**src/rtl/writeback_ctrl.sv**
```systemverilog
// Writeback buffer: 2-entry in-order FIFO feeding the register-file write/swap port, with optional forwarding (macro WB_FORWARD_EN).
// Latency: an entry pushed at edge N drives RegWrt in cycle N+1 and retires at edge N+1 unless hold is set.
// Backpressure: in_ready drops when both entries are occupied (no push-through); hold stalls the head in place.
module writeback_ctrl (
   input  logic        clk,
   input  logic        rst,
   input  logic        in_valid,
   output logic        in_ready,
   input  logic        in_swp,
   input  logic [3:0]  in_dst,
   input  logic [3:0]  in_src,
   input  logic [15:0] in_dataA,
   input  logic [15:0] in_dataB,
   input  logic        hold,
   output logic        RegWrt,
   output logic        RegSwp,
   output logic [3:0]  wrtRegOp1,
   output logic [3:0]  swpReg1,
   output logic [3:0]  swpReg2,
   output logic [15:0] wrtDataOp1,
   output logic [15:0] wrtDataOp2,
   input  logic [3:0]  fwd_addr1,
   input  logic [3:0]  fwd_addr2,
   output logic        fwd_hit1,
   output logic        fwd_hit2,
   output logic [15:0] fwd_data1,
   output logic [15:0] fwd_data2,
   output logic [1:0]  pending
);

   typedef struct packed {
      logic        swp;
      logic [3:0]  dst;
      logic [3:0]  src;
      logic [15:0] dataA;
      logic [15:0] dataB;
   } wbEntry_t;

   // headEnt is always the oldest entry; tailEnt is only meaningful when count==2.
   wbEntry_t   headEnt;
   wbEntry_t   tailEnt;
   wbEntry_t   newEnt;
   logic [1:0] count;
   logic       push;
   logic       pop;
   logic       notEmpty;

   assign newEnt   = '{swp: in_swp, dst: in_dst, src: in_src, dataA: in_dataA, dataB: in_dataB};
   assign notEmpty = (count != 2'd0);

   // rst gates in_ready so the block advertises nothing while reset is asserted.
   assign in_ready = rst & (count != 2'd2);
   assign push     = in_valid & in_ready;
   assign RegWrt   = notEmpty & ~hold;
   assign pop      = RegWrt;
   assign RegSwp   = headEnt.swp & RegWrt;
   assign pending  = count;

   assign wrtRegOp1  = notEmpty ? headEnt.dst   : 4'h0;
   assign swpReg1    = notEmpty ? headEnt.dst   : 4'h0;
   assign swpReg2    = notEmpty ? headEnt.src   : 4'h0;
   assign wrtDataOp1 = notEmpty ? headEnt.dataA : 16'h0000;
   assign wrtDataOp2 = notEmpty ? headEnt.dataB : 16'h0000;

   // FIFO storage: shift tail into head on pop; a push lands in the first free slot.
   always_ff @(posedge clk or negedge rst) begin
      if (!rst) begin
         headEnt <= '0;
         tailEnt <= '0;
         count   <= 2'd0;
      end else begin
         case ({push, pop})
            2'b10: begin
               if (count == 2'd0) headEnt <= newEnt;
               else               tailEnt <= newEnt;
               count <= count + 2'd1;
            end
            2'b01: begin
               headEnt <= tailEnt;
               tailEnt <= '0;
               count   <= count - 2'd1;
            end
            2'b11: begin
               // push implies count<2 and pop implies count>0, so count==1:
               // the head retires and the new entry becomes the head.
               headEnt <= newEnt;
            end
            default: begin
            end
         endcase
      end
   end

`ifdef WB_FORWARD_EN
   // Returns {hit, data} for one stored entry; a swap's dst match wins over src.
   function automatic logic [16:0] matchEntry(input wbEntry_t e, input logic [3:0] a);
      logic [16:0] r;
      r = '0;
      if (e.swp) begin
         if (e.dst == a)      r = {1'b1, e.dataB};
         else if (e.src == a) r = {1'b1, e.dataA};
      end else if (e.dst == a) begin
         r = {1'b1, e.dataA};
      end
      return r;
   endfunction

   logic [16:0] fwdRes1;
   logic [16:0] fwdRes2;

   // Forwarding lookup over stored entries only; the youngest (tail) wins.
   always_comb begin
      fwdRes1 = '0;
      fwdRes2 = '0;
      if (count == 2'd2) begin
         fwdRes1 = matchEntry(tailEnt, fwd_addr1);
         fwdRes2 = matchEntry(tailEnt, fwd_addr2);
      end
      if (notEmpty && !fwdRes1[16]) fwdRes1 = matchEntry(headEnt, fwd_addr1);
      if (notEmpty && !fwdRes2[16]) fwdRes2 = matchEntry(headEnt, fwd_addr2);
   end

   assign fwd_hit1  = fwdRes1[16];
   assign fwd_data1 = fwdRes1[15:0];
   assign fwd_hit2  = fwdRes2[16];
   assign fwd_data2 = fwdRes2[15:0];
`else
   logic unusedFwdAddr;
   assign unusedFwdAddr = ^{fwd_addr1, fwd_addr2};
   assign fwd_hit1  = 1'b0;
   assign fwd_hit2  = 1'b0;
   assign fwd_data1 = 16'h0000;
   assign fwd_data2 = 16'h0000;
`endif

endmodule

```
**config.mk**
```make
export PLATFORM = sky130hd
export DESIGN_NAME = writeback_ctrl
export DESIGN_NICKNAME = d
export VERILOG_FILES = /design/src/rtl/writeback_ctrl.sv
export SDC_FILE = /design/constraint.sdc
export NUM_CORES = 1
export LEC_CHECK = 0
export ABC_AREA = 1
export BUFFER_PORTS_ARGS = -buffer_cell sky130_fd_sc_hd__buf_2
export CAP_MARGIN = 20
export CORE_MARGIN = 2
export CORE_UTILIZATION = 35
export CTS_CLUSTER_DIAMETER = 200
export DETAILED_ROUTE_END_ITERATION = 10
export PLACE_DENSITY_LB_ADDON = 0.05
export REMOVE_ABC_BUFFERS = 1
export SYNTH_ARGS = -nofsm -noshare
export SYNTH_HDL_FRONTEND = slang
export SYNTH_SLANG_ARGS = --single-unit
```
**constraint.sdc**
```tcl
create_clock -name clk -period 2.1 [get_ports clk]
set_input_delay 0.21 -clock clk [delete_from_list [all_inputs] [get_ports clk]]
set_output_delay 0.21 -clock clk [all_outputs]
set_load 0.1 [all_outputs]
```
==> results of run 1 <==
==> placed cells by master, fill, tap and decap left out, drive strengths merged <==
cell         synthesis  layout
nand2              189     189
buf                 67     110
dfrtp               84      84
inv                 82      82
o21ai               73      73
nand3               43      43
nor2                42      42
conb                 1      34
clkbuf               3      13
ha                   3       3
bufinv               0       2
a21boi               1       1
nand4                1       1
or2                  1       1
xnor2                1       1
xor2                 1       1
dlygate4sd3          0       1
==> worst paths after layout <==
check                                        start                       to  cells after the start
max reg2reg                 pending[0]$_DFFE_PN0P_  tailEnt[30]$_DFFE_PN0P_                     11
min in group asynchronous                      rst   pending[1]$_DFFE_PN0P_                      3
max in group asynchronous                      rst  headEnt[20]$_DFFE_PN0P_                      4
min reg2reg                tailEnt[40]$_DFFE_PN0P_  tailEnt[40]$_DFFE_PN0P_                      2
min                                    in_dataB[0]   tailEnt[0]$_DFFE_PN0P_                      3
max                         pending[0]$_DFFE_PN0P_           wrtDataOp2[12]                      5
==> critical path, delay by kind of cell, from the launching register on <==
kind	cells	cell delay [ns]
buffers and inverters	3	0.82
and+or+nand+nor	2	0.24
DFF	1	0.34
==> flip-flops by register name, indices dropped and copies added, names as in the netlist <==
signal / cells
headEnt: 41
pending: 2
tailEnt: 41
==> layout make-up <==
cell class / count / area (sq um)
multi-input combinational: 389 / 1680
inverter: 82 / 308
fill: 1320 / 7230
sequential: 84 / 2100
timing repair buffer: 112 / 672
tap: 172 / 215
clock buffer: 12 / 246
clock inverter: 2 / 60.1
==> what timing repair did <==
action,4_1_cts,5_1_grt
resized for setup,1,2
endpoints found under the hold margin,28,0
pin swaps,0,0
setup endpoints to repair,1,3
hold buffers,1,0
buffers inserted,0,0
cloned,0,0
==> metrics by stage <==
step / hold slack, ns / TNS (ns)
after floorplan: -0.0856 / -314.80
after detailed placement: 0.270 / 0
after CTS: 0.117 / 0
final: 0.132 / 0
after global routing: 0.140 / 0
after global placement: 0.278 / 0
==> cells by family after synthesis <==
| family | after synthesis |
|---|---|
| AO/OA/AOI/OAI | 74 |
| XOR/XNOR | 2 |
| adder cells (fa/ha/maj) | 3 |
| buffers and inverters | 152 |
| flip-flops | 84 |
| other | 1 |
| AND/OR/NAND/NOR | 276 |
==> metal layers <==
metal / global-route usage [%] / up-vias
met4: 6.67 / 0
met3: 3.11 / 15
li1: - / 1887
met1: 22.2 / 1668
met2: 26.6 / 93
met5: 0 / -
==> flow_summary.json, run 1 <==
{
  "status": "finished clean",
  "synth-main-ff-cell": "dfrtp_1",
  "relSlewSlack_pct": 50.5,
  "dieWidth_um": 117,
  "async_flop_share_pct": 100,
  "wl_met1_mm": 5.07,
  "fin_worst_skew_ns": 0.00371,
  "yosysMostFrequentCell": "nand2_1",
  "crit_fanout": 41,
  "cp_data_arrival_time_ns": 1.74,
  "viasPerCell": 4.29,
  "critPathLaunchType": "flop",
  "worstMarginPinSlew_ns": 0.743,
  "synth_seq_cells": 84,
  "grt_overflow": 0,
  "wl_per_cell_um": 12.5,
  "cts.sinks": 84,
  "slowest_delay_ns": 0.46,
  "dpl.hpwl_mm": 6.80,
  "place.gp.congestion": 0.779,
  "grtUsageTotal_pct": 16.6,
  "synth_top_family_by_area": "simple AND/OR/NAND/NOR gates",
  "pre_cts_slack_ns": 0.182,
  "avgSynthCellArea_sq_um": 7.49,
  "start_util_pct": 35.4,
  "antenna_cells": 0,
  "area_delta_synth_final_pct": 19.2,
  "drive_gt1_share_pct": 19.5,
  "ys_top_cells_by_count": "187 x nand2_1, 84 x dfrtp_1, 80 x inv_1",
  "grt_pass1_wl_mm": 17.2,
  "worst_skew_pair.late_latency_ns": 0.33,
  "slew_viol_final": 0,
  "drc": 0,
  "min_path_type": "input pin to flop",
  "timing.final.ws_setup_ns": 0.147,
  "final_net_count": 734,
  "routed.top_layer": "met4",
  "yosys.area_share.simple_pct": 25.3,
  "wl_mm": 10.7,
  "synthCells": 592,
  "setup_violations": 0,
  "synth_edf_count": 0,
  "grt_max_degree": 67,
  "max_clock_freq_mhz": 512,
  "synth_cell_type_count": 24,
  "dpl_cell_area_sq_mm": 0.00496,
  "ys.warnings.count": 0,
  "clk_pin_slew_worst_paths_ns": 0.06,
  "cts-root-buf": "clkbuf_16",
  "fin_area_sq_mm": 0.00529,
  "synth_compound_area_share_pct": 8.40,
  "drt-pass1-iter-count": 6,
  "stdcell_count": 853,
  "syn_area_sq_mm": 0.00444,
  "rrSetupSlack_ns": 0.19,
  "finalHoldViolCount": 0,
  "synth_area_leader_cell": "dfrtp_1",
  "critPathSlowestCell": "buf_2",
  "grt_pass1_vias": 3403,
  "synthXorXnorAreaFrac_pct": 0.395,
  "period_minus_slack_ns": 1.95,
  "vias": 3663,
  "dp.cells": 838,
  "antenna_found_initial": 0,
  "synthMuxAreaShare_pct": 0,
  "synthAdderAreaFrac_pct": 0.846,
  "cap_violations": 0,
  "dr_wl_met3_um": 446,
  "die_y_um": 117,
  "cts_tree": "built",
  "ys_top_cells_by_area": "dfrtp_1 47%, nand2_1 16%, buf_4 7.1%",
  "fin_util_pct": 42.2,
  "coreArea_sq_mm": 0.0125,
  "io_buffers": 93,
  "met2WireLength_mm": 4.99,
  "yosysSeqAreaShare_pct": 47.4,
  "cts_made_buffers": 9,
  "path_class": "flop to primary output",
  "clk_path_buf_depth": 2,
  "antenna_left": 0,
  "drt_iter0_drc": 184,
  "io_pins": 136,
  "finalCritPeriodShare_pct": 93.0,
  "yosysTopAreaCellShare_pct": 47.4,
  "rsz0062_at_grt": "false",
  "cp.required_ns": 1.89,
  "dieArea_sq_mm": 0.0136,
  "endpoint_kind": "primary output",
  "htree_num_levels": 3,
  "crit_chain": "buf_4 > nor2_4 > buf_6 > nor2_1 > buf_2",
  "num_rows": 41
}
Power of run 1 is not shown: default switching activity piles up to over one toggle a cycle in this logic, so the estimate is an artifact.
==> run 2: changes to the inputs <==
--- a/config.mk
+++ b/config.mk
@@ -19 +19,2 @@
 export SYNTH_SLANG_ARGS = --single-unit
+export TNS_END_PERCENT = 50
==> constraint.sdc (replaced) <==
create_clock -name clk -period 2.1 [get_ports clk]
set_input_delay 0.105 -clock clk [delete_from_list [all_inputs] [get_ports clk]]
set_output_delay 0.105 -clock clk [all_outputs]
set_load 0.1 [all_outputs]
==> flow_summary.json, run 2 (synthesis gave the netlist of run 1 again) <==
{
  "viasPerCell": 4.31,
  "grt_max_degree": 67,
  "drt_iter0_drc": 224,
  "drive_gt1_share_pct": 19.1,
  "num-fill-cells": 1335,
  "dpl_cell_area_sq_mm": 0.00493,
  "worstRegToRegCells": 11,
  "cts_made_buffers": 9,
  "cts_tree": "built",
  "coreArea_sq_mm": 0.0125,
  "finalCritPeriodShare_pct": 92.5,
  "antenna_cells": 0,
  "antenna_found_initial": 0,
  "critPathLaunchType": "flop",
  "fin_area_sq_mm": 0.00525,
  "antenna_left": 0,
  "ctsResizeCount": 0,
  "relSlewSlack_pct": 47.1,
  "endpoint_kind": "primary output",
  "period_minus_slack_ns": 1.94,
  "clk_pin_slew_worst_paths_ns": 0.06,
  "start_util_pct": 35.4,
  "vias": 3668,
  "reg2reg_from": "pending[0]$_DFFE_PN0P_",
  "slew_viol_final": 0,
  "min-delay-start": "in_dataA[0]",
  "cts.sinks": 84,
  "io_pins": 136,
  "wl_per_cell_um": 12.7,
  "gr-usage-met2_pct": 26.1,
  "drt-pass1-iter-count": 4,
  "htree_num_levels": 3,
  "min_to": "tailEnt[16]$_DFFE_PN0P_",
  "mostFrequentLayoutCells": "186 x nand2_1, 92 x buf_2, 84 x dfrtp_1, 80 x inv_1, 62 x o21ai_0",
  "place.gp.congestion": 0.756,
  "cp.required_ns": 2.00,
  "grt_use_met1_pct": 23.4,
  "grt_overflow": 0,
  "cp_data_arrival_time_ns": 1.84,
  "final_net_count": 732,
  "min_path_cells": 3,
  "drc": 0,
  "final_common_cell": "nand2_1",
  "r2r_end": "tailEnt[21]$_DFFE_PN0P_",
  "min_path_type": "input pin to flop",
  "setup_violations": 0,
  "dpl.hpwl_mm": 6.69,
  "cap_violations": 0,
  "dieArea_sq_mm": 0.0136,
  "dieWidth_um": 117,
  "grtUsageTotal_pct": 16.7,
  "timing.final.ws_setup_ns": 0.158,
  "max_clock_freq_mhz": 515,
  "gr-usage-met3_pct": 2.91,
  "worst_skew_pair.late_latency_ns": 0.34,
  "path_class": "flop to primary output",
  "status": "finished clean",
  "finalHoldViolCount": 0,
  "crit_fanout": 41,
  "die_y_um": 117,
  "rsz0062_at_grt": "false",
  "clk_path_buf_depth": 2,
  "grt_pass1_vias": 3389,
  "busiest_layer": "met2",
  "worstMarginPinSlew_ns": 0.793,
  "area_delta_synth_final_pct": 18.2,
  "io_buffers": 93,
  "rrSetupSlack_ns": 0.20,
  "num_rows": 41,
  "cts-root-buf": "clkbuf_16",
  "pre_cts_slack_ns": 0.188,
  "fin_worst_skew_ns": 0.00403,
  "grt_pass1_wl_mm": 17.4,
  "wl_mm": 10.8
}
run 2: changes by cell type in the layout (fill, tap and decap cells not counted), sizes merged:
cell  previous run  this run
buf            110       109
run 2: worst max-delay path, stage by stage, from the launching register on:
cell     delay [ns]
dfrtp_1        0.38
buf_4          0.16
nor2_4         0.09
buf_4          0.43
nor2_1         0.12
buf_2          0.32
run 2: routing by layer:
layer / wire length, um / part of all wire, %
met1: 5240 / 48
met5: 0 / 0
met4: 148 / 1.4
met3: 496 / 4.6
met2: 4940 / 46
run 2: area by class of cell:
class                   instances  area (sq um)  share of cell area (%)
multi-input cells             389          1680                    32.1
clock inverters                 2          60.1                    1.15
inverters                      82           308                    5.87
well taps                     172           215                    4.10
clock buffers                  13           240                    4.58
repair buffers                110           636                    12.1
flip-flops and latches         84          2100                    40.1
run 2: what timing repair did:
action,4_1_cts,5_1_grt
hold buffers,1,0
buffers inserted,0,0
hold endpoints to repair,25,0
run 2: how the worst max path moves through the flow:
stage	endpoint	cells after the start	from	slack, ns
finish	wrtDataOp1[10]	5	pending[0]$_DFFE_PN0P_	0.16
global route	tailEnt[10]$_DFFE_PN0P_	8	pending[1]$_DFFE_PN0P_	0.04
CTS	wrtDataOp1[2]	5	pending[0]$_DFFE_PN0P_	0.11
detailed placement	tailEnt[21]$_DFFE_PN0P_	11	pending[0]$_DFFE_PN0P_	0.19
global placement	tailEnt[2]$_DFFE_PN0P_	8	pending[1]$_DFFE_PN0P_	0.24
floorplan	tailEnt[32]$_DFFE_PN0P_	7	pending[0]$_DFFE_PN0P_	-3.52
run 2: metrics by stage:
stage	utilization [%]	hold slack [ns]	cells	setup TNS (ns)
floorplan	-	-0.191	555	-309.87
global placement	39.4	0.144	836	0
detailed placement	39.4	0.140	836	0
CTS	41.9	0.0145	852	0
global route	41.9	0.0328	852	0
finish	41.9	0.0271	852	0
Power of run 2 is left out for the same reason.
